`src/rtl/jpeg_stream_framer.sv`:
```
// JPEG framer: header ROM bytes, entropy-coded data (optional 0xFF->0xFF00 stuffing via JPEG_STREAM_FRAMER_STUFF_EN), then EOI 0xFFD9.
// Latency: first header byte is valid two cycles after frame_start; data bytes take one cycle from in to out.
// Backpressure: a single output register stalls on !out_ready, and in_ready follows it combinationally.
module jpeg_stream_framer #(
  parameter int HEADER_LEN = 328,
  parameter int HDR_ADDR_W = 9
) (
  input  logic                  clock,
  input  logic                  nreset,
  input  logic                  frame_start,
  input  logic                  frame_end,
  input  logic                  in_valid,
  input  logic [7:0]            in_data,
  output logic                  in_ready,
  output logic [HDR_ADDR_W-1:0] hdr_addr,
  input  logic [7:0]            hdr_data,
  output logic                  out_valid,
  output logic [7:0]            out_data,
  input  logic                  out_ready,
  output logic                  frame_done,
  output logic [23:0]           out_count,
  output logic                  frame_overrun
);

  typedef enum logic [2:0] {
    IDLE,
    HEADER,
    DATA,
`ifdef JPEG_STREAM_FRAMER_STUFF_EN
    STUFF,
`endif
    EOI_FF,
    EOI_D9
  } state_t;

  localparam logic [HDR_ADDR_W-1:0] HDR_LAST = HDR_ADDR_W'(HEADER_LEN - 1);

  state_t                state;
  logic [HDR_ADDR_W-1:0] addr_q;
  logic                  hdr_vld;
  logic                  hdr_done;
  logic                  eoi_pend;
  logic                  out_free;
  logic                  out_xfer;
  logic                  hdr_load;
  logic                  in_acc;
  logic                  in_data_phase;

  assign out_free = !out_valid || out_ready;
  assign out_xfer = out_valid && out_ready;
  assign hdr_load = (state == HEADER) && hdr_vld && !hdr_done && out_free;

  // The ROM address runs one byte ahead of out_data so that the header streams without gaps.
  assign hdr_addr = (hdr_load && (addr_q != HDR_LAST)) ? addr_q + 1'b1 : addr_q;

  assign in_ready = (state == DATA) && !eoi_pend && out_free;
  assign in_acc   = in_valid && in_ready;

`ifdef JPEG_STREAM_FRAMER_STUFF_EN
  assign in_data_phase = (state == DATA) || (state == STUFF);
`else
  assign in_data_phase = (state == DATA);
`endif

  always_ff @(posedge clock or negedge nreset) begin
    if (!nreset) begin
      state         <= IDLE;
      addr_q        <= '0;
      hdr_vld       <= 1'b0;
      hdr_done      <= 1'b0;
      eoi_pend      <= 1'b0;
      out_valid     <= 1'b0;
      out_data      <= 8'h00;
      frame_done    <= 1'b0;
      out_count     <= 24'd0;
      frame_overrun <= 1'b0;
    end else begin
      frame_done <= 1'b0;
      addr_q     <= hdr_addr;
      if (out_xfer && (out_count != 24'hFFFFFF))
        out_count <= out_count + 24'd1;
      if (frame_start && (state != IDLE))
        frame_overrun <= 1'b1;
      if (frame_end && in_data_phase)
        eoi_pend <= 1'b1;

      case (state)
        IDLE: begin
          if (frame_start) begin
            state     <= HEADER;
            addr_q    <= '0;
            hdr_vld   <= 1'b0;
            hdr_done  <= 1'b0;
            eoi_pend  <= 1'b0;
            out_count <= 24'd0;
          end
        end

        HEADER: begin
          hdr_vld <= 1'b1;
          if (hdr_load) begin
            out_data  <= hdr_data;
            out_valid <= 1'b1;
            if (addr_q == HDR_LAST)
              hdr_done <= 1'b1;
          end else if (out_xfer) begin
            out_valid <= 1'b0;
            if (hdr_done)
              state <= DATA;
          end
        end

        DATA: begin
          if (in_acc) begin
            out_data  <= in_data;
            out_valid <= 1'b1;
`ifdef JPEG_STREAM_FRAMER_STUFF_EN
            if (in_data == 8'hFF)
              state <= STUFF;
`endif
          end else if (eoi_pend && out_free) begin
            out_data  <= 8'hFF;
            out_valid <= 1'b1;
            state     <= EOI_FF;
          end else if (out_xfer) begin
            out_valid <= 1'b0;
          end
        end

`ifdef JPEG_STREAM_FRAMER_STUFF_EN
        STUFF: begin
          // out_valid is high here, so out_free means the 0xFF is transferring now.
          if (out_free) begin
            out_data  <= 8'h00;
            out_valid <= 1'b1;
            state     <= DATA;
          end
        end
`endif

        EOI_FF: begin
          if (out_xfer)begin
            out_data <= 8'hD9;
            state    <= EOI_D9;
          end
        end

        EOI_D9: begin
          if (out_xfer) begin
            out_valid  <= 1'b0;
            frame_done <= 1'b1;
            eoi_pend   <= 1'b0;
            addr_q     <= '0;
            state      <= IDLE;
          end
        end

        default: state <= IDLE;
      endcase
    end
  end

endmodule

```
`config.mk`:
```
export PLATFORM = sky130hd
export DESIGN_NAME = jpeg_stream_framer
export DESIGN_NICKNAME = d
export VERILOG_FILES = /design/src/rtl/jpeg_stream_framer.sv
export SDC_FILE = /design/constraint.sdc
export NUM_CORES = 1
export LEC_CHECK = 0
export CAP_MARGIN = 20
export CORE_ASPECT_RATIO = 1.4
export CORE_MARGIN = 2
export CORE_UTILIZATION = 26
export CTS_CLUSTER_SIZE = 14
export DETAILED_ROUTE_END_ITERATION = 12
export GPL_ROUTABILITY_DRIVEN = 1
export PLACE_DENSITY = 0.43
export SYNTH_ARGS = -nofsm -noshare
export SYNTH_HDL_FRONTEND = slang
export SYNTH_SLANG_ARGS = --single-unit
```
`constraint.sdc`:
```
create_clock -name clock -period 3.31 [get_ports clock]
set_clock_uncertainty 0.1 [all_clocks]
set_input_delay 0.662 -clock clock [delete_from_list [all_inputs] [get_ports clock]]
set_output_delay 0.662 -clock clock [all_outputs]
set_load 0.005 [all_outputs]
```
==> impl_metrics.ini, run 1 <==
[power]
power_density_mw_per_mm2 = 298.9
p_total_mw = 1.193
ir_drop_uv = 197.5
p_leak_nw = 1.706

[critical_path]
max_stage_delay_ns = 0.49
rr_endpoint = out_count[6]
crit_slowest_cell = clkdlybuf4s50_1
critical_path_buf_inv_count = 4
r2r_setup_slack_ns = 0.99
startpoint = out_ready
path_class = primary input to primary output
path_cells = clkdlybuf4s50_1 -> nand2b_4 -> buf_4 -> o2111ai_4 -> buf_4 -> mux2_2 -> clkdlybuf4s50_1
endpoint = hdr_addr[1]
crit_path_max_fanout = 6
critPathCaptureType = primary output
start_kind = primary input
worst_path_dominant_cell_family = buffers and inverters
reg2reg_depth = 6
arrival_ns = 2.46
crit-reg2reg-launch = out_count[0]
required_ns = 2.55
critical_path_depth = 7

[placement]
dp_hpwl_um = 5427
dp_slack_ns = -0.05297
gp_congestion = 0.7298
postPlaceCellArea_sq_mm = 0.003745
io_buffers = 66

[yosys]
yosys.area.top_type = dfrtp_1
synthCells = 288
ys_seq_area_frac = 0.4348
ys_warn_count = 0
yosysUniqueCellTypes = 62
synth_area_leaders = dfrtp_1, nand2_1, xnor2_1
syn_area_sq_mm = 0.002878
yosys_register_bits = 50
synth_nets = 312
postSynthAreaPerCell_sq_um = 9.992
synth_edf_count = 0
synth_common_cells = dfrtp_1, nand2_1, nor2_1
async_flop_share = 1.000
ys.flop_type = dfrtp_1
synthMostInstantiatedCell = dfrtp_1
synth_top_area_frac = 0.4348

[detailed_routing]
drtAntennaViolNets = 0
drt_iter0_drc = 70
first_pass_iters = 5
routed_wl_um = 7621
wire_per_inst_um = 14.97
avgViaCountPerCell = 4.829
num_vias = 2458
drcViolationCount = 0

[timing]
fmax_ghz = 0.3099
slew_viol_final = 0
finalSetupViolations = 0
rsz0062_at_grt = no
fin_crit_ns = 3.227
hold_slack_ns = 0.3656
tightest_slew_ns = 0.6814
period_share = 0.9748
setup_ws_ns = 0.08345
hold_viol = 0
maxSlewHeadroom = 0.5440

[layout]
n_fill_cell = 1120
multiInputGateArea_sq_mm = 0.001577
ff_latch_area_sq_mm = 0.001251
num_antenna_cells = 0
finish.instance_area_sq_mm = 0.003990
drive_gt1_frac = 0.1658
area_growth_pct = 38.65
fin_nets = 391

[global_route]
grt_pass1_vias = 2613
grt_max_degree = 51
grt_overflow_total = 0
grt_pass1_wl_um = 12940
grt_usage = 0.1342
grt_antenna_before_repair = 0

[status]
run_status = completed

[die]
coreArea_sq_mm = 0.01081
fp.dieW_um = 92.92
design.die.area_sq_mm = 0.01194
rows = 45
initial_core_util = 0.2662
boundaryPins = 67
fp.dieH_um = 128.5

[clock_tree]
cts.reportedPaths.clkPinSlew_ns = 0.07
cts_buffers = 5
htree_levels = 2
ctsRootBufferMaster = clkbuf_16
cts_tree = done
clkLatencyLatePin_ns = 0.29
clkSinkCount = 50
cts_hold_buf = 0
clock_path_buffers = 2

[worst_hold_path]
min_path_type = flip-flop to flip-flop

[run]
cap_violations = 0
-- logic make-up after synthesis --
family / share of synthesized area
mux: 0.03652
flops: 0.4348
compound gates: 0.1435
buf+inv: 0.03869
simple gates: 0.2861
fa+ha+maj: 0.008694
xor+xnor: 0.05174
-- layer usage --
metal	vias up	part of all wire	GRT usage	routed length [um]
met5	-	0	0	0
li1	1210	-	-	-
met4	0	0.014	0.03806	103
met3	7	0.042	0.02635	319
met2	64	0.51	0.2404	3901
met1	1177	0.43	0.1630	3297
-- through the flow --
step             util  cells   TNS, ns
2_1_floorplan       -    288         0
3_3_place_gp   0.3464    498  -0.01876
3_5_place_dp   0.3464    498  -0.05297
4_1_cts        0.3616    506         0
5_1_grt        0.3691    509         0
6_report       0.3691    509         0
-- state kept, by name, indices dropped and copies added (netlist names) --
signal and count:
hdr_vld 1, out_count 24, addr_q 9, frame_done 1, eoi_pend 1, frame_overrun 1
out_valid 1, out_data 8, state 3, hdr_done 1
-- power by group --
| part | internal [mW] | switching, mW | total [mW] |
|---|---|---|---|
| registers | 0.610 | 0.0000000000000000298 | 0.610 |
| clock network | 0.300 | 0.237 | 0.537 |
| logic | 0.0257 | 0.0191 | 0.0448 |
-- cell usage in the layout, fill, tap and decap left out, drive strengths merged, types with 2 or more instances in the layout --
cell type,instances
or4,6
o31ai,6
a21o,3
nand4,11
ha,2
mux2i,6
nor2,23
or3,2
clkdlybuf4s50,61
a31o,2
a2111oi,2
xor2,5
or4b,3
o22ai,5
and3,2
nand2,29
nand4b,3
a21oi,20
inv,11
o21ai,10
clkbuf,6
nand3,11
dlymetal6s2s,4
nand2b,6
buf,18
nor3,5
nor3b,3
dfrtp,50
xnor2,12
nor2b,12
o41ai,2
and2,2
mux2,4
nor4,6
and4,3
-- worst register-to-register path: stages, from the launching register on --
cell,delay (ns)
dfrtp_1,0.43
ha_1,0.28
nand4_2,0.24
nor4_4,0.58
a211oi_1,0.27
a31oi_1,0.24
a41o_1,0.11
-- repair_timing --
item                                    CTS  global route
endpoints found under the setup margin    2             8
buffers inserted                          0             3
resized for setup                         2            11
pin swaps                                 1             6
-- worst min path at each step --
stage / endpoint / slack [ns] / startpoint / cells past startpoint
floorplan: addr_q[0] / 0.27 / nreset / 0
global placement: frame_overrun / 0.34 / frame_overrun / 1
detailed placement: frame_overrun / 0.35 / frame_overrun / 1
CTS: frame_overrun / 0.37 / frame_overrun / 1
global route: hdr_vld / 0.40 / hdr_vld / 1
finish: frame_overrun / 0.37 / frame_overrun / 1
-- layout make-up --
class / instances / share of cell area
flip-flops and latches: 50 / 0.3136
multi-input cells: 216 / 0.3951
clock buffers: 6 / 0.03481
repair buffers: 83 / 0.1988
well taps: 141 / 0.04421
inverters: 11 / 0.01035
clock inverters: 2 / 0.003136
Power figures use the tool's default switching activity.
==> inputs of run 2 (changes only) <==
CORE_UTILIZATION = 40   (was 26)
PLACE_DENSITY = 0.62   (was 0.43)
SLEW_MARGIN = 20   (was unset)
==> impl_metrics.ini, run 2 (same netlist as run 1, synthesis figures left out) <==
[die]
coreArea_sq_mm = 0.006982
rows = 36
fp.dieW_um = 75.69
fp.dieH_um = 104.4
boundaryPins = 67
design.die.area_sq_mm = 0.007898
initial_core_util = 0.4122

[timing]
hold_viol = 0
period_share = 0.9711
finalSetupViolations = 0
tns_ns = 0
slew_viol_final = 0
fin_crit_ns = 3.214
fmax_ghz = 0.3111
maxSlewHeadroom = 0.5677
tightest_slew_ns = 0.6485
rsz0062_at_grt = yes

[layout]
final_common_cell = clkdlybuf4s50_1
fin_cells = 461
largest_reg_flops = 24
n_fill_cell = 642
largestRegisters = out_count (24), addr_q (9), out_data (8)
drive_gt1_frac = 0.1585
area_growth_pct = 34.13
regMostFlops = out_count
fin_nets = 389
num_antenna_cells = 0
final_cell_mix = clkdlybuf4s50_1, dfrtp_1, nand2_1

[power]
clkPwrFrac = 0.399
p_int_uw = 858.6
ir_drop_uv = 201.7
power_frac_comb = 0.040
p_switching_uw = 229.2
p_leak_nw = 1.655
switching_share = 0.2107
power_density_mw_per_mm2 = 281.8
seqPwrFrac = 0.561

[global_route]
grt_pass1_vias = 2439
grt_overflow_total = 0
grt_max_degree = 51
grt_antenna_before_repair = 0
grt_pass1_wl_um = 11320
grt_usage = 0.1782

[clock_tree]
clkSinkCount = 50
cts_tree = done
clock_path_buffers = 2
ctsRootBufferMaster = clkbuf_8
clkLatencyLatePin_ns = 0.30
cts.reportedPaths.clkPinSlew_ns = 0.10
htree_levels = 2
cts_buffers = 5

[detailed_routing]
routed_wl_um = 6670
num_vias = 2473
first_pass_iters = 4
drtAntennaViolNets = 0
avgViaCountPerCell = 5.364
drt_iter0_drc = 109
wire_per_inst_um = 14.47
drcViolationCount = 0

[placement]
dp_hpwl_um = 4810
gp_congestion = 0.7798
dp.cells = 453
io_buffers = 66

[critical_path]
start_kind = primary input
required_ns = 2.55
reg2reg_depth = 7
critPathCaptureType = primary output
r2r_setup_slack_ns = 1.08
path_class = primary input to primary output
arrival_ns = 2.45
crit_path_max_fanout = 6
rr_endpoint = out_count[6]
crit-reg2reg-launch = out_count[0]

[status]
run_status = completed

[run]
cap_violations = 0

[worst_hold_path]
min_path_type = primary input to async pin
run 2: layer usage:
metal | wire length [um] | GRT usage | vias up | part of all wire
li1 | - | - | 1199 | -
met1 | 2860 | 0.2325 | 1196 | 0.43
met2 | 3432 | 0.2932 | 72 | 0.51
met3 | 324 | 0.03876 | 6 | 0.049
met4 | 53 | 0.04637 | 0 | 0.0079
met5 | 0 | 0 | - | 0
run 2: stage by stage:
stage               hold slack [ns]  cell area, sq um  power, mW  utilization  setup slack (ns)
floorplan                    0.2664              2878     0.6275            -            0.9087
global placement             0.3415              3695     0.6676       0.5292           0.05267
CTS                          0.3736              3804      1.105       0.5448           0.01178
global route                 0.3961              3860      1.133       0.5529         -0.002211
finish                       0.3461              3860      1.088       0.5529           0.09555
detailed placement           0.3476              3695     0.6676       0.5292           0.01777
run 2: worst max path at each step:
stage / slack [ns] / end / from
2_1_floorplan: 0.91 / hdr_addr[1] / addr_q[4]
3_3_place_gp: 0.05 / hdr_addr[5] / out_ready
3_5_place_dp: 0.02 / hdr_addr[7] / out_ready
4_1_cts: 0.01 / hdr_addr[3] / out_ready
5_1_grt: -0.002 / hdr_addr[3] / out_ready
6_report: 0.1 / hdr_addr[2] / out_ready
run 2: power groups by stage:
stage	Combinational (mW)	Clock [mW]	Sequential (mW)
2_1_floorplan	0.00494	0	0.623
3_3_place_gp	0.0453	0	0.622
3_5_place_dp	0.0452	0	0.622
4_1_cts	0.0452	0.450	0.610
5_1_grt	0.0496	0.473	0.610
6_report	0.0439	0.434	0.610
run 2: critical path, cell delays in order:
cell and delay (ns):
clkdlybuf4s50_1 0.48, nand2b_1 0.13, buf_4 0.16, o2111ai_4 0.14, nor2_1 0.16, xor2_1 0.19, clkdlybuf4s50_1 0.53
run 2: area by class of cell:
class / count / area, sq um / area share
clock inverter: 3 / 40.04 / 0.01037
tap: 95 / 118.9 / 0.03079
sequential: 50 / 1251 / 0.3241
clock buffer: 5 / 68.82 / 0.01783
multi-input combinational: 216 / 1562 / 0.4045
timing repair buffer: 81 / 778.2 / 0.2016
inverter: 11 / 41.29 / 0.01070
run 2: timing repair:
item                       CTS  global route
buffers inserted             0             0
hold buffers                 0             0
setup endpoints to repair    0             8
resized for setup            0            11
==> inputs of run 3 (changes only) <==
CAP_MARGIN = unset   (was 20)
CORE_MARGIN = 5   (was 2)
SLEW_MARGIN = unset   (was 20)
==> impl_metrics.ini, run 3 (same netlist as run 1, synthesis figures left out) <==
[status]
run_status = completed

[clock_tree]
cts_buffers = 5
clock_path_buffers = 2
cts.reportedPaths.clkPinSlew_ns = 0.10
ctsRootBufferMaster = clkbuf_8
cts_tree = done
clkLatencyLatePin_ns = 0.30
clkSinkCount = 50
htree_levels = 2
cts_hold_buf = 0

[layout]
final_cell_mix = clkdlybuf4s50_1, dfrtp_1, nand2_1
largest_reg_flops = 24
final_common_cell = clkdlybuf4s50_1
drive_gt1_frac = 0.1626
n_fill_cell = 655
regMostFlops = out_count
finish.instance_area_sq_mm = 0.003852
num_antenna_cells = 0
fin_nets = 392
largestRegisters = out_count (24), addr_q (9), out_data (8)
area_growth_pct = 33.87

[timing]
hold_viol = 0
fin_crit_ns = 3.216
setup_ws_ns = 0.09384
period_share = 0.9716
slew_viol_final = 0
finalSetupViolations = 0
maxSlewHeadroom = 0.5891
hold_slack_ns = 0.1274
tightest_slew_ns = 0.6009
rsz0062_at_grt = yes
fmax_ghz = 0.3109

[critical_path]
rr_endpoint = out_count[14]
crit_path_frequent_cell = clkdlybuf4s50_1
startpoint = out_ready
worst_path_dominant_cell_family = buffers and inverters
crit-reg2reg-launch = out_count[0]
crit_path_max_fanout = 2
required_ns = 2.55
reg2reg_depth = 6
max_stage_delay_ns = 0.53
path_cells = clkdlybuf4s50_1 -> nand2b_1 -> nand4_1 -> nor4_1 -> xor2_1 -> clkdlybuf4s50_1
arrival_ns = 2.45
crit_slowest_cell = clkdlybuf4s50_1
critical_path_depth = 6
path_class = primary input to primary output
start_kind = primary input
critPathCaptureType = primary output
critical_path_buf_inv_count = 2
r2r_setup_slack_ns = 1.04
endpoint = hdr_addr[8]

[placement]
dp_slack_ns = 0.01845
io_buffers = 66
dp_hpwl_um = 5096
gp_congestion = 0.8050
postPlaceCellArea_sq_mm = 0.003702

[global_route]
grt_antenna_before_repair = 0
grt_usage = 0.1692
grt_pass1_vias = 2491
grt_max_degree = 23
grt_pass1_wl_um = 11950
grt_overflow_total = 0

[die]
boundaryPins = 67
coreArea_sq_mm = 0.006982
fp.dieW_um = 81.69
fp.dieH_um = 110.4
design.die.area_sq_mm = 0.009015
rows = 36
initial_core_util = 0.4122

[detailed_routing]
wire_per_inst_um = 14.83
first_pass_iters = 4
routed_wl_um = 6882
drtAntennaViolNets = 0
drt_iter0_drc = 134
drcViolationCount = 0
num_vias = 2488
avgViaCountPerCell = 5.362

[power]
ir_drop_uv = 204.9
power_density_mw_per_mm2 = 267.7
p_leak_nw = 1.676

[worst_hold_path]
min_path_type = primary input to async pin

[run]
cap_violations = 0
run 3: how the worst min path moves through the flow:
stage                   from  cells after the start            end
2_1_floorplan         nreset                      0      addr_q[0]
3_3_place_gp   frame_overrun                      1  frame_overrun
3_5_place_dp   frame_overrun                      1  frame_overrun
4_1_cts               nreset                      1  out_count[14]
5_1_grt               nreset                      1  out_count[14]
6_report              nreset                      1   out_count[8]
run 3: area by class of cell:
cell class | instances | area (sq um) | area share
clock buffer | 5 | 68.82 | 0.01786
sequential | 50 | 1251 | 0.3248
multi-input combinational | 216 | 1544 | 0.4008
timing repair buffer | 84 | 803.3 | 0.2085
clock inverter | 3 | 25.02 | 0.006496
inverter | 11 | 41.29 | 0.01072
tap | 95 | 118.9 | 0.03085
run 3: stage by stage:
stage,power (mW),util,std cells,setup TNS (ns)
finish,1.031,0.5518,464,0
global route,1.083,0.5518,464,-0.08468
CTS,1.054,0.5446,462,0
detailed placement,0.6688,0.5303,454,0
global placement,0.6688,0.5303,454,0
floorplan,0.6275,-,288,0
run 3: per-layer routing:
metal	track usage	wire [um]	vias to the layer above
met3	0.03740	400	4
met2	0.2861	3494	69
met1	0.2144	2938	1200
met4	0.05107	48	0
li1	-	-	1215
met5	0	0	-
run 3: timing repair:
item / CTS / global route
pin swaps: 1 / 6
setup buffers: 0 / 2
setup endpoints to repair: 1 / 7
resized for setup: 1 / 9
run 3: report_power, final:
group	leakage, nW	switching (mW)	internal [mW]
Clock	0.0447	0.223	0.153
Combinational	0.990	0.0188	0.0261
Sequential	0.641	0.0000000000000000260	0.610
